**config.mk**
```make
export PLATFORM = sky130hd
export DESIGN_NAME = pipelined_adder
export DESIGN_NICKNAME = d
export VERILOG_FILES = /design/src/rtl/pipelined_adder_pkg.sv /design/src/rtl/adder_stage.sv /design/src/rtl/pipelined_adder.sv
export SDC_FILE = /design/constraint.sdc
export NUM_CORES = 1
export LEC_CHECK = 0
export BUFFER_PORTS_ARGS = -buffer_cell sky130_fd_sc_hd__buf_2
export CORE_MARGIN = 2
export CORE_UTILIZATION = 35
export CTS_BUF_LIST = sky130_fd_sc_hd__clkbuf_16
export DETAILED_ROUTE_END_ITERATION = 10
export GPL_ROUTABILITY_DRIVEN = 1
export HOLD_SLACK_MARGIN = 0.12
export PLACE_DENSITY = 0.6
export RECOVER_POWER = 100
export SYNTH_ARGS = -nofsm -noshare
export SYNTH_HDL_FRONTEND = slang
export SYNTH_SLANG_ARGS = --single-unit
```
**constraint.sdc**
```tcl
create_clock -name clk -period 6.8 [get_ports clk]
set_clock_uncertainty 0.2 [all_clocks]
set_input_delay 0.68 -clock clk [delete_from_list [all_inputs] [get_ports clk]]
set_output_delay 0.68 -clock clk [all_outputs]
set_load 0.02 [all_outputs]
```
**src/rtl/pipelined_adder_pkg.sv**
```systemverilog
// Shared helpers for the pipelined adder: chunk sizing and parameter legality.
// Latency: n/a (compile-time only).
// Backpressure: n/a.
package pipelined_adder_pkg;

    // Width of the carry chunk handled by each pipeline stage.
    function automatic int chunk_width(input int width, input int stages);
        return width / stages;
    endfunction

    // Legal configurations: at least one bit, at least one stage, and the
    // operand width must split evenly into stage chunks.
    function automatic bit params_ok(input int width, input int stages);
        return (width >= 1) && (stages >= 1) && ((width % stages) == 0);
    endfunction

endpackage

```
**src/rtl/adder_stage.sv**
```systemverilog
// One CHUNK-wide slice of the carry chain: registered sum chunk, carry-out and valid bit.
// Latency: 1 cycle (result registered on the edge where the stage advances).
// Backpressure: holds all state while i_adv is low; only loads data when a valid beat enters.
//
// Ports:
//   clk, rst        clock, synchronous active-high reset
//   i_adv           stage advances this cycle (valid bit takes i_vld)
//   i_vld           incoming beat is valid
//   i_a, i_b, i_cin chunk operands and carry from the previous stage
//   o_vld           stage holds a valid beat
//   o_sum, o_cout   registered chunk sum and carry-out
//   o_ovf           registered signed overflow (only meaningful in the MSB stage, else 0)
module adder_stage
    import pipelined_adder_pkg::*;
#(
    parameter int CHUNK = 8,
    parameter bit LAST  = 1'b0
) (
    input  logic             clk,
    input  logic             rst,
    input  logic             i_adv,
    input  logic             i_vld,
    input  logic [CHUNK-1:0] i_a,
    input  logic [CHUNK-1:0] i_b,
    input  logic             i_cin,
    output logic             o_vld,
    output logic [CHUNK-1:0] o_sum,
    output logic             o_cout,
    output logic             o_ovf
);

    logic [CHUNK:0]   w_full;
    logic             w_load;
    logic             r_vld;
    logic [CHUNK-1:0] r_sum;
    logic             r_cout;

    assign w_full = {1'b0, i_a} + {1'b0, i_b} + {{CHUNK{1'b0}}, i_cin};
    // Data only moves when a real beat enters, so a stalled or idle stage keeps
    // its last result stable.
    assign w_load = i_adv && i_vld;

    always_ff @(posedge clk) begin
        if (rst) begin
            r_vld  <= 1'b0;
            r_sum  <= '0;
            r_cout <= 1'b0;
        end else begin
            if (i_adv) begin
                r_vld <= i_vld;
            end
            if (w_load) begin
                r_sum  <= w_full[CHUNK-1:0];
                r_cout <= w_full[CHUNK];
            end
        end
    end

    assign o_vld  = r_vld;
    assign o_sum  = r_sum;
    assign o_cout = r_cout;

    if (LAST) begin : g_ovf
        logic w_c_msb;
        logic r_ovf;

        // Carry into the MSB recovered from the MSB sum bit and its operands.
        assign w_c_msb = i_a[CHUNK-1] ^ i_b[CHUNK-1] ^ w_full[CHUNK-1];

        always_ff @(posedge clk) begin
            if (rst) begin
                r_ovf <= 1'b0;
            end else if (w_load) begin
                r_ovf <= w_c_msb ^ w_full[CHUNK];
            end
        end

        assign o_ovf = r_ovf;
    end else begin : g_no_ovf
        assign o_ovf = 1'b0;
    end

endmodule

```
**src/rtl/pipelined_adder.sv**
```systemverilog
// Pipelined two's-complement adder/subtractor with the carry chain cut into STAGES chunks.
// Latency: STAGES cycles from acceptance to out_valid; 1 beat/cycle when unstalled.
// Backpressure: valid/ready; per-stage valid bits collapse bubbles, in_ready is combinational from out_ready.
//
// Ports:
//   clk, rst                 clock, synchronous active-high reset
//   in_valid / in_ready      operand handshake (a, b, cin, sub)
//   sub                      0: a+b+cin, 1: a-b-cin (cin acts as borrow-in)
//   out_valid / out_ready    result handshake (sum, cout, ovf)
//   cout                     raw carry out of the MSB (for subtract, 1 = no borrow)
//   ovf                      signed overflow
module pipelined_adder
    import pipelined_adder_pkg::*;
#(
    parameter int WIDTH  = 32,
    parameter int STAGES = 4
) (
    input  logic             clk,
    input  logic             rst,
    input  logic             in_valid,
    output logic             in_ready,
    input  logic [WIDTH-1:0] a,
    input  logic [WIDTH-1:0] b,
    input  logic             cin,
    input  logic             sub,
    output logic             out_valid,
    input  logic             out_ready,
    output logic [WIDTH-1:0] sum,
    output logic             cout,
    output logic             ovf
);

    localparam int CHUNK = chunk_width(WIDTH, STAGES);

    if (!params_ok(WIDTH, STAGES)) begin : g_bad_params
        $error("pipelined_adder: WIDTH must be >= 1 and a multiple of STAGES");
    end

    // Per-boundary buses, zero-extended to WIDTH:
    //   w_opa/w_opb[k] : operand chunks k..STAGES-1 feeding stage k, chunk k in the LSBs
    //   w_acc[k]       : finished sum chunks 0..k held after stage k
    logic [WIDTH-1:0]  w_opa [STAGES];
    logic [WIDTH-1:0]  w_opb [STAGES];
    logic [WIDTH-1:0]  w_acc [STAGES];
    logic [STAGES:0]   w_carry;
    logic [STAGES-1:0] w_v;
    logic [STAGES-1:0] w_adv;
    logic [STAGES-1:0] w_ovf;

    // Subtraction folds into addition: a - b - cin == a + ~b + ~cin.
    assign w_opa[0]   = a;
    assign w_opb[0]   = sub ? ~b : b;
    assign w_carry[0] = sub ? ~cin : cin;

    // Advance chain: a stage moves if it is empty or its successor moves, so
    // empty slots are filled even while the output is stalled.
    always_comb begin
        w_adv = '0;
        w_adv[STAGES-1] = !w_v[STAGES-1] || out_ready;
        for (int k = STAGES - 2; k >= 0; k--) begin
            w_adv[k] = !w_v[k] || w_adv[k+1];
        end
    end

    for (genvar k = 0; k < STAGES; k++) begin : g_st
        logic             w_vld_in;
        logic [CHUNK-1:0] w_sum_chunk;

        if (k == 0) begin : g_src_in
            assign w_vld_in = in_valid;
        end else begin : g_src_prev
            assign w_vld_in = w_v[k-1];
        end

        adder_stage #(
            .CHUNK (CHUNK),
            .LAST  (k == STAGES - 1)
        ) u_stage (
            .clk    (clk),
            .rst    (rst),
            .i_adv  (w_adv[k]),
            .i_vld  (w_vld_in),
            .i_a    (w_opa[k][CHUNK-1:0]),
            .i_b    (w_opb[k][CHUNK-1:0]),
            .i_cin  (w_carry[k]),
            .o_vld  (w_v[k]),
            .o_sum  (w_sum_chunk),
            .o_cout (w_carry[k+1]),
            .o_ovf  (w_ovf[k])
        );

        // Operand chunks not yet consumed travel alongside the carry.
        if (k < STAGES - 1) begin : g_pass_op
            localparam int HI_W = (STAGES - 1 - k) * CHUNK;
            logic [HI_W-1:0] r_a_hi;
            logic [HI_W-1:0] r_b_hi;

            always_ff @(posedge clk) begin
                if (rst) begin
                    r_a_hi <= '0;
                    r_b_hi <= '0;
                end else if (w_adv[k] && w_vld_in) begin
                    r_a_hi <= w_opa[k][CHUNK +: HI_W];
                    r_b_hi <= w_opb[k][CHUNK +: HI_W];
                end
            end

            assign w_opa[k+1] = WIDTH'(r_a_hi);
            assign w_opb[k+1] = WIDTH'(r_b_hi);
        end

        // Lower sum chunks already computed ride along until the last stage.
        if (k == 0) begin : g_acc_first
            assign w_acc[0] = WIDTH'(w_sum_chunk);
        end else begin : g_acc_next
            localparam int LO_W = k * CHUNK;
            logic [LO_W-1:0] r_lo;

            always_ff @(posedge clk) begin
                if (rst) begin
                    r_lo <= '0;
                end else if (w_adv[k] && w_vld_in) begin
                    r_lo <= w_acc[k-1][LO_W-1:0];
                end
            end

            assign w_acc[k] = WIDTH'({w_sum_chunk, r_lo});
        end
    end

    assign in_ready  = w_adv[0];
    assign out_valid = w_v[STAGES-1];
    assign sum       = w_acc[STAGES-1];
    assign cout      = w_carry[STAGES];
    // Only the MSB stage drives a non-zero overflow bit.
    assign ovf       = |w_ovf;

endmodule

```
* Word level (Yosys, flattened, before mapping)
Cells that the tools add are included.
Widths: inputs -> output; s select.
** Word-level totals
- Register bits after elaboration :: 185
- Bits in latches :: 0
- Bits in writable memories :: 0
- Memory bits (read-only) :: 0
- Bits of input ports :: 70
- Output and inout port bits :: 36
- Word-level logic and storage cells :: 49
- Memories :: 0
** Cells by class
- Add/subtract/negate cells :: 8
- $mul :: 0
- Div/mod/pow operators :: 0
- Magnitude comparators :: 0
- Equal/unequal tests :: 0
- Shift operators :: 0
- Multiplexer cells :: 2
- Bitwise gates (word level) :: 5
- Reduce and logical (&&, ||, !) cells :: 12
** Operators by type and width (count)
- $add 8x8->9 :: 4
- $add 9x1->9 :: 4
- $mux 32 :: 1
- $not 32->32 :: 1
- $logic_and 1x1->1 :: 4
- $logic_not 1->1 :: 4
- $logic_or 1x1->1 :: 4
- $xor 1x1->1 :: 3
- $mux 1 :: 1
- $not 1->1 :: 1

* Longest topological paths before layout
Gate-level depths: netlist of the first run.
- Word-level depth :: 6
- Depth in mapped cells :: 11
- Depth with buffers taken out :: 9

* By module
A second synthesis of the first run with hierarchy kept.
** Unflattened totals
- Cell total of the unflattened synthesis :: 1028
- Area total of the unflattened synthesis :: 8887.3 sq um
** By module, submodules not included
- pipelined_adder :: times used 1, cells an instance 692, area an instance 6064.6 sq um, sequential area each 2882.8 sq um
- adder_stage at g_st[3].u_stage :: times used 1, cells an instance 81, area an instance 732.0 sq um, sequential area each 220.2 sq um
- adder_stage at g_st[2].u_stage :: times used 1, cells an instance 85, area an instance 700.7 sq um, sequential area each 200.2 sq um
- adder_stage at g_st[1].u_stage :: times used 1, cells an instance 85, area an instance 696.9 sq um, sequential area each 200.2 sq um
- adder_stage at g_st[0].u_stage :: times used 1, cells an instance 85, area an instance 693.2 sq um, sequential area each 200.2 sq um

* Worst setup path after synthesis of the first run
No wires, ideal clock.
- Path kind :: in2reg
- Start point :: in sub
- End point :: reg g_st[0].u_stage.r_cout
- Library setup time :: 0.086 ns
- Arrival :: 2.752 ns
- Data required time :: 6.514 ns
- Slack :: 3.763 ns
- Stages on the path :: 11
- Path buffers :: 2
- Path through :: clkbuf_1 -> buf_2 -> xor2_1 -> fa_1 -> inv_1 -> fa_1 -> nand2b_1 -> a21oi_1 -> o21a_1 -> o21ai_0 -> a211oi_1
** Between the ends
- Longest elaborated chain between the ends :: 3
- Elaborated cells on any way between the ends :: 4
- Those cells by class :: add/sub: 2; mux: 2
** RTL lines
- start: declaration :: RTL line pipelined_adder.sv:25 : input logic sub,
- $mux 32 :: RTL line pipelined_adder.sv:52 : assign w_opb[0] = sub ? ~b : b;
- $add 8x8->9 :: RTL line adder_stage.sv:38 : assign w_full = {1'b0, i_a} + {1'b0, i_b} + {{CHUNK{1'b0}}, i_cin};
- $add 9x1->9 (*) :: RTL line adder_stage.sv:38
- end signal: assignment :: RTL line adder_stage.sv:54 : r_cout <= w_full[CHUNK];
- end: declaration :: RTL line adder_stage.sv:36 : logic r_cout;
Every way passes the cells marked *; elsewhere a longest branch is shown, timed or not.
A chain may end at the register's enable or synchronous reset.

* Worst setup path in the final report of the first run
- Start point :: reg g_st[2].u_stage.r_vld
- End point :: reg g_st[0].u_stage.r_sum[3]
** Between the ends
- Longest elaborated chain between the ends :: 5
** RTL lines
- start: declaration :: RTL line adder_stage.sv:34 : logic r_vld;
- start signal: assignment :: RTL line adder_stage.sv:50 : r_vld <= i_vld;
- $logic_not 1->1 :: RTL line pipelined_adder.sv:61 : w_adv[k] = !w_v[k] || w_adv[k+1];
- $logic_or 1x1->1 (3 in series) :: RTL line pipelined_adder.sv:61
- $logic_and 1x1->1 :: RTL line adder_stage.sv:41 : assign w_load = i_adv && i_vld;
- end signal: assignment :: RTL line adder_stage.sv:53 : r_sum <= w_full[CHUNK-1:0];
- end: declaration :: RTL line adder_stage.sv:35 : logic [CHUNK-1:0] r_sum;
No other way between the ends.

==> results of run 1 <==
-- flip-flops by register name (all words and copies together), names as in the netlist --
name                   flops
g_st.u_stage.o_sum        32
g_st.g_acc_next.r_lo      48
g_st.u_stage.o_vld         4
g_st.u_stage.o_cout        4
g_st.g_pass_op.r_b_hi     48
g_st.g_pass_op.r_a_hi     48
g_st.u_stage.o_ovf         1
-- cell usage after synthesis (8+ instances only) --
library cell  number  area (sq um)
a211oi_1          40           300
dfxtp_1          185          3700
ha_1              28           350
o21ai_0           22           110
xnor2_1           27           236
xor2_1            10          87.6
a21o_1             8          60.1
clkbuf_1          41           154
inv_1              9          33.8
a21oi_1          149           746
fa_1               8           160
nand3_1           17          85.1
buf_2             23           115
nor2_1            46           173
nor3_1             8          40.0
nand2_1          267          1000
-- worst paths after layout --
kind | start | endpoint | slack (ns) | depth (start not counted)
worst max register to register | g_st[2].u_stage.o_vld | g_st[0].u_stage.o_sum[3] | 2.76 | 5
worst min-delay path | g_st[1].g_pass_op.r_a_hi[15] | g_st[2].g_pass_op.r_a_hi[7] | 0.25 | 2
worst max-delay path | g_st[2].u_stage.o_vld | g_st[0].u_stage.o_sum[3] | 2.76 | 5
worst min register to register | g_st[1].g_pass_op.r_a_hi[15] | g_st[2].g_pass_op.r_a_hi[7] | 0.25 | 2
-- final cells by class --
class	instances	area, sq um	area share, %
multi-input combinational	703	3930	43.2
sequential	185	3700	40.7
timing repair buffer	116	543	5.97
clock buffer	17	425	4.68
tap	285	357	3.92
clock inverter	14	100	1.10
inverter	9	33.8	0.371
-- cell families after synthesis --
logic type | count (synthesis)
and+or+nand+nor | 377
AOI/OAI and AO/OA | 253
DFF | 185
adders and majority gates | 36
buffers and inverters | 77
xor gates and xnor gates | 37
-- layer usage --
metal	vias to the layer above	part of all wire, %
li1	3422	-
met1	2842	55
met2	120	40
met3	13	4.0
met4	0	1.0
met5	-	0
-- stage by stage --
step | power [uW] | hold WS (ns) | setup WS, ns | utilization, % | instance area, sq um
after global routing | 2360 | 0.268 | 2.24 | 40.5 | 9090
after detailed placement | 1380 | 0.242 | 3.49 | 38.5 | 8640
after global placement | 1380 | 0.239 | 3.60 | 38.5 | 8640
after floorplan | 1320 | 0.232 | 3.76 | - | 7950
after CTS | 2280 | 0.249 | 3.96 | 40.9 | 9170
final | 2260 | 0.248 | 2.76 | 40.5 | 9090
-- where the power goes --
part	internal, uW	leakage [uW]	switching, uW
Sequential	1120	0.00151	24.3
Clock	466	0.000257	430
Combinational	86.7	0.00163	126
-- critical path, delay by kind of cell (launching register included) --
kind / cells / cell delay (ns)
and+or+nand+nor: 1 / 0.33
AOI/OAI and AO/OA: 3 / 0.82
buffers and inverters: 1 / 2.25
DFF: 1 / 0.33
==> summary.md, run 1 <==
| Metric | Value |
|---|---|
| Syn Std Cell Area | `just under 8000 sq um` |
| Number of global-route vias before repair | `approximately 5600` |
| TNS Setup | `0 ns` |
| Initial antenna violation count | `0` |
| CTS Root Cell | `clkbuf_16` |
| Post-synthesis simple-gate area fraction | `about a fifth` |
| Die span in x | `155 um` |
| Grt met1 use | `about 23%` |
| CTS Buffer Depth | `2` |
| IO Port Bufs | `between 100 and 150` |
| Post-DR wirelength/cell | `13.3 um` |
| Post-Synthesis Cells | `roughly 970` |
| Period minus WS final | `around 4.0 ns` |
| Setup crit end kind | `flop` |
| Peak supply drop | `133 uV` |
| Critical Path RT | `just under 7 ns` |
| Synth Area in Compound Gates | `19.0%` |
| Yosys reg bits | `about 190` |
| Post-synthesis xor/xnor area fraction | `between 4 and 5%` |
| First-pass GRT wire length | `29000 um` |
| Site Rows | `55` |
| CTS Sinks | `roughly 190` |
| Outcome | `complete, but fails checks` |
| Syn nets | `around 1100` |
| Layout cells sized above 1 | `10.3%` |
| Total Routed Length | `between 15000 and 20000 um` |
| Drt first pass iters | `5` |
| Mux cell area share after synthesis | `0%` |
| Synth cell types | `45` |
| Initial core utilization | `35.4%` |
| Total track usage | `between 10% and 20%` |
| Initial drt markers | `between 300 and 400` |
| Routed Antenna Nets | `0` |
| GRT overflow | `0` |
| WS Path Type | `reg2reg` |
| Grt peak-use layer | `met1` |
| Post-CTS Resized | `0` |
| Final Max Slew Viols | `~280` |
| GPL Wtd Cong | `0.791` |
| Core area | `roughly 22000 sq um` |
| Violated checks | `capacitance limit, slew limit` |
| F_max | `247 MHz` |
| Tcrit/Tclk final | `between 50% and 60%` |
| Worst skew pair latency | `approximately 0.43 ns` |
| CP Cell Sequence | `and3b_1 -> a31oi_4 -> clkbuf_1 -> o211ai_1 -> a21oi_1` |
| HPWL after DPL | `12200 um` |
| TritonCTS buffer count | `17` |
| Sequential area share after synthesis | `46.6%` |
| DRC Markers | `0` |
| Critical path fanouts, max | `80` |
| Pwr dens | `between 200 and 250 nW/um^2` |
| Max transition margin | `-113%` |
| Syn Area/Cell | `roughly 8 sq um` |
| DR vias/cell | `just under 5` |
| Most frequent cells in the layout | `nand2_1, dfxtp_1, a21oi_1` |
| CTS tree | `yes` |
| Layout area overhead | `14.4%` |
| Worst EP arrival | `approximately 4.2 ns` |
| Filler Cell Count | `~2400` |
| Ys async rst share | `0%` |
| Finished Layout Cells | `1329` |
| Die span in y | `approximately 150 um` |
| HP Class | `reg2reg` |
| Hold bufs inserted after CTS | `0` |
| Setup crit start kind | `flop` |
| Nets@finish | `1138` |
| Routed vias | `6397` |
| RSZ-0062 raised after global routing | `no` |
| Leak Pwr | `0.00340 uW` |
| Largest family of logic cells by synthesized area | `simple AND/OR/NAND/NOR gates` |
| Commonest non-fill, non-tap cell in the layout | `nand2_1` |
| Warnings, synthesis | `0` |
| Endpoints failing setup | `0` |
| Met2 Resource Use GR | `20.4%` |
| Number of placed cells counting well taps | `1298` |
| Antenna Diode Count | `0` |
| Worst-Margin Slew | `between 3 and 4 ns` |
| Final hold viol count | `0` |
| Largest net degree at the start of global routing | `a little over 80` |
| Crit-path slowest cell | `clkbuf_1` |
| Post-CTS setup buffer count | `0` |
| H-tree depth | `4` |
| Ys flop type | `dfxtp_1` |
| Worst-path clk slew | `approximately 0.070 ns` |
| Critical Path Max Stage Delay | `approximately 2.3 ns` |
| Die ar. | `roughly 24000 sq um` |
| Max cap viols | `6` |
| Synth Area in Adders | `6.42%` |
| Top Ports | `about 110` |
| EDFF count, synth | `0` |
| Grt met3 use | `roughly 3.4%` |
Power figures use the tool's default switching activity.
==> run 2, diff against run 1 <==
--- a/config.mk
+++ b/config.mk
@@ -5,6 +5,7 @@
 export SDC_FILE = /design/constraint.sdc
 export NUM_CORES = 1
 export LEC_CHECK = 0
+export ABC_AREA = 1
 export BUFFER_PORTS_ARGS = -buffer_cell sky130_fd_sc_hd__buf_2
 export CORE_MARGIN = 2
 export CORE_UTILIZATION = 35
==> constraint.sdc (replaced) <==
create_clock -name clk -period 3.8 [get_ports clk]
set_clock_uncertainty 0.2 [all_clocks]
set_input_delay 0.38 -clock clk [delete_from_list [all_inputs] [get_ports clk]]
set_output_delay 0.38 -clock clk [all_outputs]
set_load 0.02 [all_outputs]
==> summary.md, run 2 <==
| Metric | Value |
|---|---|
| Sequential area share after synthesis | `46.1% (-0.54 points)` |
| F_max | `roughly 350 MHz` |
| Reg area | `3700 sq um (unchanged)` |
| Ys flop type | `dfxtp_1` |
| Worst EP arrival | `2.96 ns (-1.21 ns)` |
| WS Path Type | `in2reg` |
| Leak Pwr | `0.00435 uW (+28%)` |
| FF-to-FF End | `g_st[0].g_pass_op.r_b_hi[19]` |
| EDFF count, synth | `0 (unchanged)` |
| Worst-Margin Slew | `1.32 ns (-1.88 ns)` |
| Routed vias | `6670 (+4.3%)` |
| Initial drt markers | `430 (+11%)` |
| R2r startpoint | `g_st[3].u_stage.o_vld` |
| Post-DR wirelength/cell | `12.4 um (-7.1%)` |
| Top cells by count, synth | `nor2_1, dfxtp_1, o21ai_0` |
| Most numerous cell in the Yosys netlist | `nor2_1` |
| Die ar. | `24200 sq um (+1.1%)` |
| Die span in y | `156 um (+0.57%)` |
| Core area | `22600 sq um (+0.61%)` |
| Crit path depth | `8 (+3)` |
| Multi-input logic area | `3690 sq um (-6.1%)` |
| H-tree depth | `4 (unchanged)` |
| R2R Setup Slk | `1.23 ns (-1.53 ns)` |
| Buf/Inv on CP | `3 (+2)` |
| Layout cells sized above 1 | `9.25% (-1.1 points)` |
| HPWL after DPL | `12200 um (+0.33%)` |
| Post-route cell area | `9550 sq um (+5.0%)` |
| TNS Setup | `0 ns (unchanged)` |
| Max cap viols | `0 (-6)` |
| Initial core utilization | `35.6% (+0.20 points)` |
| Crit-path slowest cell | `clkbuf_2` |
| Final hold viol count | `0 (unchanged)` |
| GRT overflow | `0 (unchanged)` |
| Critical path fanouts, max | `60 (-25%)` |
| Die span in x | `156 um (+0.57%)` |
| Hold bufs inserted after CTS | `35 (+35)` |
| CTS Sinks | `185 (unchanged)` |
| Peak supply drop | `287 uV (+120%)` |
| Power Total | `4420 uW (+96%)` |
| Critical Path RT | `3.95 ns (-2.98 ns)` |
| Routed Antenna Nets | `0 (unchanged)` |
| Filler Cell Count | `2376 (+0.51%)` |
| RSZ-0062 raised after global routing | `no` |
| Initial antenna violation count | `1 (+1)` |
| Top Registers | `g_st.g_pass_op.r_a_hi (48), g_st.g_pass_op.r_b_hi (48), g_st.g_acc_next.r_lo (48)` |
| Site Rows | `55 (unchanged)` |
| DR vias/cell | `4.59 (-4.6%)` |
| CTS Root Cell | `clkbuf_16` |
| First-pass GRT wire length | `30100 um (+3.6%)` |
| Setup crit start kind | `input port` |
| Warnings, synthesis | `0 (unchanged)` |
| CTS tree | `yes` |
| Syn Std Cell Area | `8040 sq um (+1.2%)` |
| Worst skew pair latency | `0.43 ns (about the same)` |
| Most frequent cells in the layout | `nor2_1, dfxtp_1, o21ai_0` |
| Syn Area/Cell | `7.67 sq um (-6.9%)` |
| TritonCTS buffer count | `17 (unchanged)` |
| Post-Synthesis Cells | `1049 (+8.7%)` |
| Final Max Slew Viols | `0 (-100%)` |
| Post-CTS setup buffer count | `0 (unchanged)` |
| Ys async rst share | `0% (unchanged)` |
| Synth cell types | `25 (-44%)` |
| Number of global-route vias before repair | `6171 (+10%)` |
| Yosys top cell area share | `46.1% (-0.54 points)` |
| Syn nets | `1155 (+7.8%)` |
| Tcrit/Tclk final | `74.2%` |
| HP Class | `in2reg` |
| Total track usage | `15.3% (+0.37 points)` |
| R2R cell count | `7 (+2)` |
| Yosys reg bits | `185 (unchanged)` |
| Worst-path clk slew | `0.07 ns (about the same)` |
| Final Util | `42.3% (+1.8 points)` |
| Top post-synthesis cells by area | `dfxtp_1, nor2_1, o21ai_0` |
| Hold depth | `4 (+2)` |
| Antenna Diode Count | `0 (unchanged)` |
| Hold_sp | `b[17]` |
| CP Cell Sequence | `dlygate4sd3_1 -> buf_2 -> nor2_1 -> nand4_1 -> nand2_1 -> clkbuf_2 -> o21ai_0 -> a21oi_1` |
| Drt first pass iters | `5 (unchanged)` |
| Area leader, netlist | `dfxtp_1` |
| Endpoints failing setup | `0 (unchanged)` |
| Max transition margin | `12.2% (+130 points)` |
| IO Port Bufs | `105 (unchanged)` |
| DRC Markers | `0 (unchanged)` |
| Period minus WS final | `between 2 and 3 ns` |
| Pwr dens | `463 nW/um^2 (+86%)` |
| CP delay by family, top | `buffers and inverters` |
| Placed inst area | `8710 sq um (+0.71%)` |
| Post-CTS Resized | `0 (unchanged)` |
| Total Routed Length | `18000 um (+1.5%)` |
| CTS Buffer Depth | `2 (unchanged)` |
| Critical Path Max Stage Delay | `0.80 ns (-1.45 ns)` |
| Worst hold endpoint | `g_st[0].g_pass_op.r_b_hi[9]` |
| Setup crit end kind | `flop` |
| Outcome | `complete, no violations` |
| Largest net degree at the start of global routing | `144 (+78%)` |
| GPL Wtd Cong | `0.853 (+7.7%)` |
| Nets@finish | `1261 (+11%)` |
| Commonest non-fill, non-tap cell in the layout | `nor2_1` |
| Top Ports | `106 (unchanged)` |
| Layout area overhead | `18.8%` |
==> run 2: changes by cell type after synthesis, moves of 14 or more <==
| cell | change |
|---|---|
| xor2_1 | +22 |
| o21ai_0 | +134 |
| inv_1 | +76 |
| xnor2_1 | -14 |
| clkbuf_1 | -16 |
| nand2_1 | -177 |
| a211oi_1 | -40 |
| nand3_1 | +16 |
| a21oi_1 | -57 |
| nor2_1 | +186 |
==> run 2: worst reg2reg max path: stages, from the launching register on <==
cell	delay, ns
dfxtp_1	0.32
inv_1	0.04
nor2_1	0.24
nand4_1	0.23
nand2_1	0.19
clkbuf_2	0.80
o21ai_0	0.29
a21oi_1	0.16
==> run 2: cell type report <==
type / instances / share of cell area [%]
Sequential cell: 185 / 38.8
Inverter: 90 / 3.55
Tap cell: 285 / 3.73
Timing Repair Buffer: 147 / 9.31
Clock buffer: 17 / 4.45
Multi-Input combinational cell: 714 / 38.7
Clock inverter: 14 / 1.52
==> run 2: kinds of logic after synthesis <==
group | count (synthesis) | share of synthesized area, %
compound gates | 267 | 16.8
xor+xnor | 45 | 4.90
fa+ha+maj | 36 | 6.35
buf+inv | 150 | 7.76
flops | 185 | 46.1
simple gates | 366 | 18.1
==> run 2: worst max path at each step <==
stage	start	endpoint	slack, ns
final	out_ready	g_st[0].g_pass_op.r_b_hi[19]	0.98
after global routing	out_ready	g_st[0].g_pass_op.r_b_hi[19]	0.74
after CTS	sub	g_st[0].u_stage.o_sum[6]	1.47
after detailed placement	sub	g_st[0].u_stage.o_sum[6]	1.02
after global placement	sub	g_st[0].u_stage.o_sum[6]	1.07
after floorplan	sub	g_st[0].u_stage.o_sum[6]	1.23
==> run 2: where the power goes <==
part / switching (uW) / internal (uW)
Clock: 764 / 971
Sequential: 57.3 / 2060
Combinational: 340 / 229
Total: 1160 / 3260
==> run 2: per-stage QoR <==
step	setup slack [ns]	std cells	hold WS (ns)
global placement	1.07	1386	0.240
finish	0.982	1452	0.140
global route	0.738	1452	0.131
detailed placement	1.02	1386	0.246
floorplan	1.23	1049	0.230
CTS	1.47	1452	0.120
==> run 2: per-layer routing <==
metal	part of all wire, %	track usage, %	vias up
met5	0.072	0	-
met4	1.6	4.76	2
met2	43	23.7	99
met1	52	21.2	2948
li1	-	-	3594
met3	2.9	3.47	27
==> run 3, diff against run 2 <==
==> constraint.sdc (replaced) <==
create_clock -name clk -period 2.9 [get_ports clk]
set_clock_uncertainty 0.2 [all_clocks]
set_input_delay 0.29 -clock clk [delete_from_list [all_inputs] [get_ports clk]]
set_output_delay 0.29 -clock clk [all_outputs]
set_load 0.02 [all_outputs]
==> summary.md, run 3 (synthesis gave the netlist of run 2 again) <==
| Metric | Value |
|---|---|
| Hold depth | `4 (unchanged)` |
| R2R cell count | `6 (-1)` |
| DR vias/cell | `4.55 (-1.0%)` |
| Core area | `22600 sq um (unchanged)` |
| Max transition margin | `40.0% (+28 points)` |
| Critical Path RT | `3.00 ns (-0.95 ns)` |
| Drt first pass iters | `4 (-1)` |
| Filler Cell Count | `2355 (-0.88%)` |
| HP Class | `in2reg` |
| Setup crit end kind | `flop` |
| Endpoints failing setup | `0 (unchanged)` |
| Commonest non-fill, non-tap cell in the layout | `nor2_1` |
| Top Ports | `106 (unchanged)` |
| Total Routed Length | `18100 um (+0.63%)` |
| WS Path Type | `in2reg` |
| CTS Buffer Depth | `2 (unchanged)` |
| CTS tree | `yes` |
| Routed vias | `6707 (+0.55%)` |
| Worst hold slack | `0.131 ns (-0.00830 ns)` |
| Post-CTS Resized | `0 (unchanged)` |
| Final Max Slew Viols | `0 (unchanged)` |
| H-tree depth | `4 (unchanged)` |
| Post-CTS setup buffer count | `0 (unchanged)` |
| Initial core utilization | `35.6% (unchanged)` |
| Most frequent cells in the layout | `nor2_1, dfxtp_1, o21ai_0` |
| Total track usage | `15.4% (+0.059 points)` |
| First-pass GRT wire length | `30300 um (+0.82%)` |
| Die ar. | `24200 sq um (unchanged)` |
| Site Rows | `55 (unchanged)` |
| GRT overflow | `0 (unchanged)` |
| Outcome | `complete, no violations` |
| Largest net degree at the start of global routing | `67 (-53%)` |
| Die span in y | `156 um (unchanged)` |
| Critical path fanouts, max | `40 (-33%)` |
| TritonCTS buffer count | `17 (unchanged)` |
| Top Registers | `g_st.g_pass_op.r_a_hi (48), g_st.g_pass_op.r_b_hi (48), g_st.g_acc_next.r_lo (48)` |
| Leak Pwr | `0.00443 uW (+1.8%)` |
| Worst-path clk slew | `0.07 ns (about the same)` |
| Initial drt markers | `388 (-9.8%)` |
| CTS Root Cell | `clkbuf_16` |
| Layout area overhead | `20.9%` |
| GPL Wtd Cong | `0.824 (-3.4%)` |
| Max cap viols | `0 (unchanged)` |
| Antenna Diode Count | `0 (unchanged)` |
| IO Port Bufs | `105 (unchanged)` |
| TNS Setup | `0 ns (unchanged)` |
| Number of global-route vias before repair | `6281 (+1.8%)` |
| DRC Markers | `0 (unchanged)` |
| Initial antenna violation count | `0 (-1)` |
| Worst EP arrival | `2.45 ns (-0.51 ns)` |
| Hold_sp | `a[1]` |
| Post-DR wirelength/cell | `12.3 um (-0.94%)` |
| Pwr dens | `586 nW/um^2 (+27%)` |
| Die span in x | `156 um (unchanged)` |
| R2r startpoint | `g_st[2].u_stage.o_vld` |
| Worst hold endpoint | `g_st[0].u_stage.o_sum[1]` |
| Final hold viol count | `0 (unchanged)` |
| Worst-Margin Slew | `0.900 ns (-0.418 ns)` |
| HPWL after DPL | `12600 um (+3.5%)` |
| Setup crit start kind | `input port` |
| Worst skew pair latency | `0.43 ns (about the same)` |
| Peak supply drop | `403 uV (+40%)` |
| RSZ-0062 raised after global routing | `no` |
| FF-to-FF End | `g_st[3].g_acc_next.r_lo[14]` |
| Tcrit/Tclk final | `between 80% and 90%` |
| Layout cells sized above 1 | `10.1% (+0.83 points)` |
| F_max | `~430 MHz` |
| Final Util | `43.1% (+0.75 points)` |
| Nets@finish | `1283 (+1.7%)` |
| Period minus WS final | `around 2.3 ns` |
| R2R Setup Slk | `0.67 ns (-0.56 ns)` |
| Routed Antenna Nets | `0 (unchanged)` |
| CTS Sinks | `185 (unchanged)` |
-- run 3: cell types whose count changed in the layout (fill, tap and decap cells not counted), sizes merged --
| cell | change |
|---|---|
| clkinvlp | +1 |
| dlygate4sd3 | +14 |
| clkinv | -1 |
| clkbuf | +3 |
| buf | +5 |
| inv | +3 |
| bufinv | -2 |
-- run 3: where the power goes --
| group | switching, uW | internal, uW |
|---|---|---|
| sequential | 73.6 | 2700 |
| combinational | 450 | 318 |
| clock | 1040 | 1110 |
| total | 1560 | 4130 |
-- run 3: layer usage --
metal / global-route usage [%] / vias up / routed length (um)
met1: 21.2 / 2969 / 9360
met5: 0 / - / 0
met3: 2.75 / 15 / 446
met4: 4.98 / 0 / 231
met2: 24.4 / 90 / 8040
li1: - / 3633 / -
-- run 3: worst max path at each step --
stage                           startpoint                     endpoint  slack, ns  cells past startpoint
6_report                         out_ready   g_st[1].g_acc_next.r_lo[6]       0.56                      9
5_1_grt                          out_ready  g_st[0].g_pass_op.r_b_hi[7]       0.31                      8
4_1_cts        g_st[0].g_pass_op.r_a_hi[0]     g_st[1].u_stage.o_sum[6]       0.81                     10
3_5_place_dp                           sub     g_st[0].u_stage.o_sum[6]       0.35                     11
3_3_place_gp                           sub     g_st[0].u_stage.o_sum[6]       0.40                     11
2_1_floorplan                          sub     g_st[0].u_stage.o_sum[6]       0.42                     12
-- run 3: critical path: stages --
cell	delay, ns
dlygate4sd3_1	0.53
buf_2	0.12
nor2_1	0.28
nand3_1	0.15
nand2_1	0.12
inv_2	0.25
clkbuf_2	0.38
o21ai_0	0.26
a21oi_1	0.06
-- run 3: layout make-up --
cell class	count	area, sq um	share of cell area, %
timing repair buffer	169	1080	11.1
tap	285	357	3.67
clock buffer	17	425	4.38
inverter	90	339	3.49
clock inverter	15	116	1.20
sequential	185	3700	38.1
multi-input combinational	714	3700	38.1
-- run 3: repair_timing --
action / 4_1_cts / 5_1_grt
hold buffers: 49 / 0
hold endpoints to repair: 52 / 0
endpoints found under the setup margin: 0 / 0
-- run 3: metrics by stage --
stage	worst slack (ns)	instance area [sq um]	power (uW)	cells
after detailed placement	0.353	8780	3560	1394
after global routing	0.314	9720	5980	1475
after floorplan	0.423	8040	3340	1049
final	0.557	9720	5690	1475
after CTS	0.811	9810	5770	1475
after global placement	0.399	8780	3550	1394
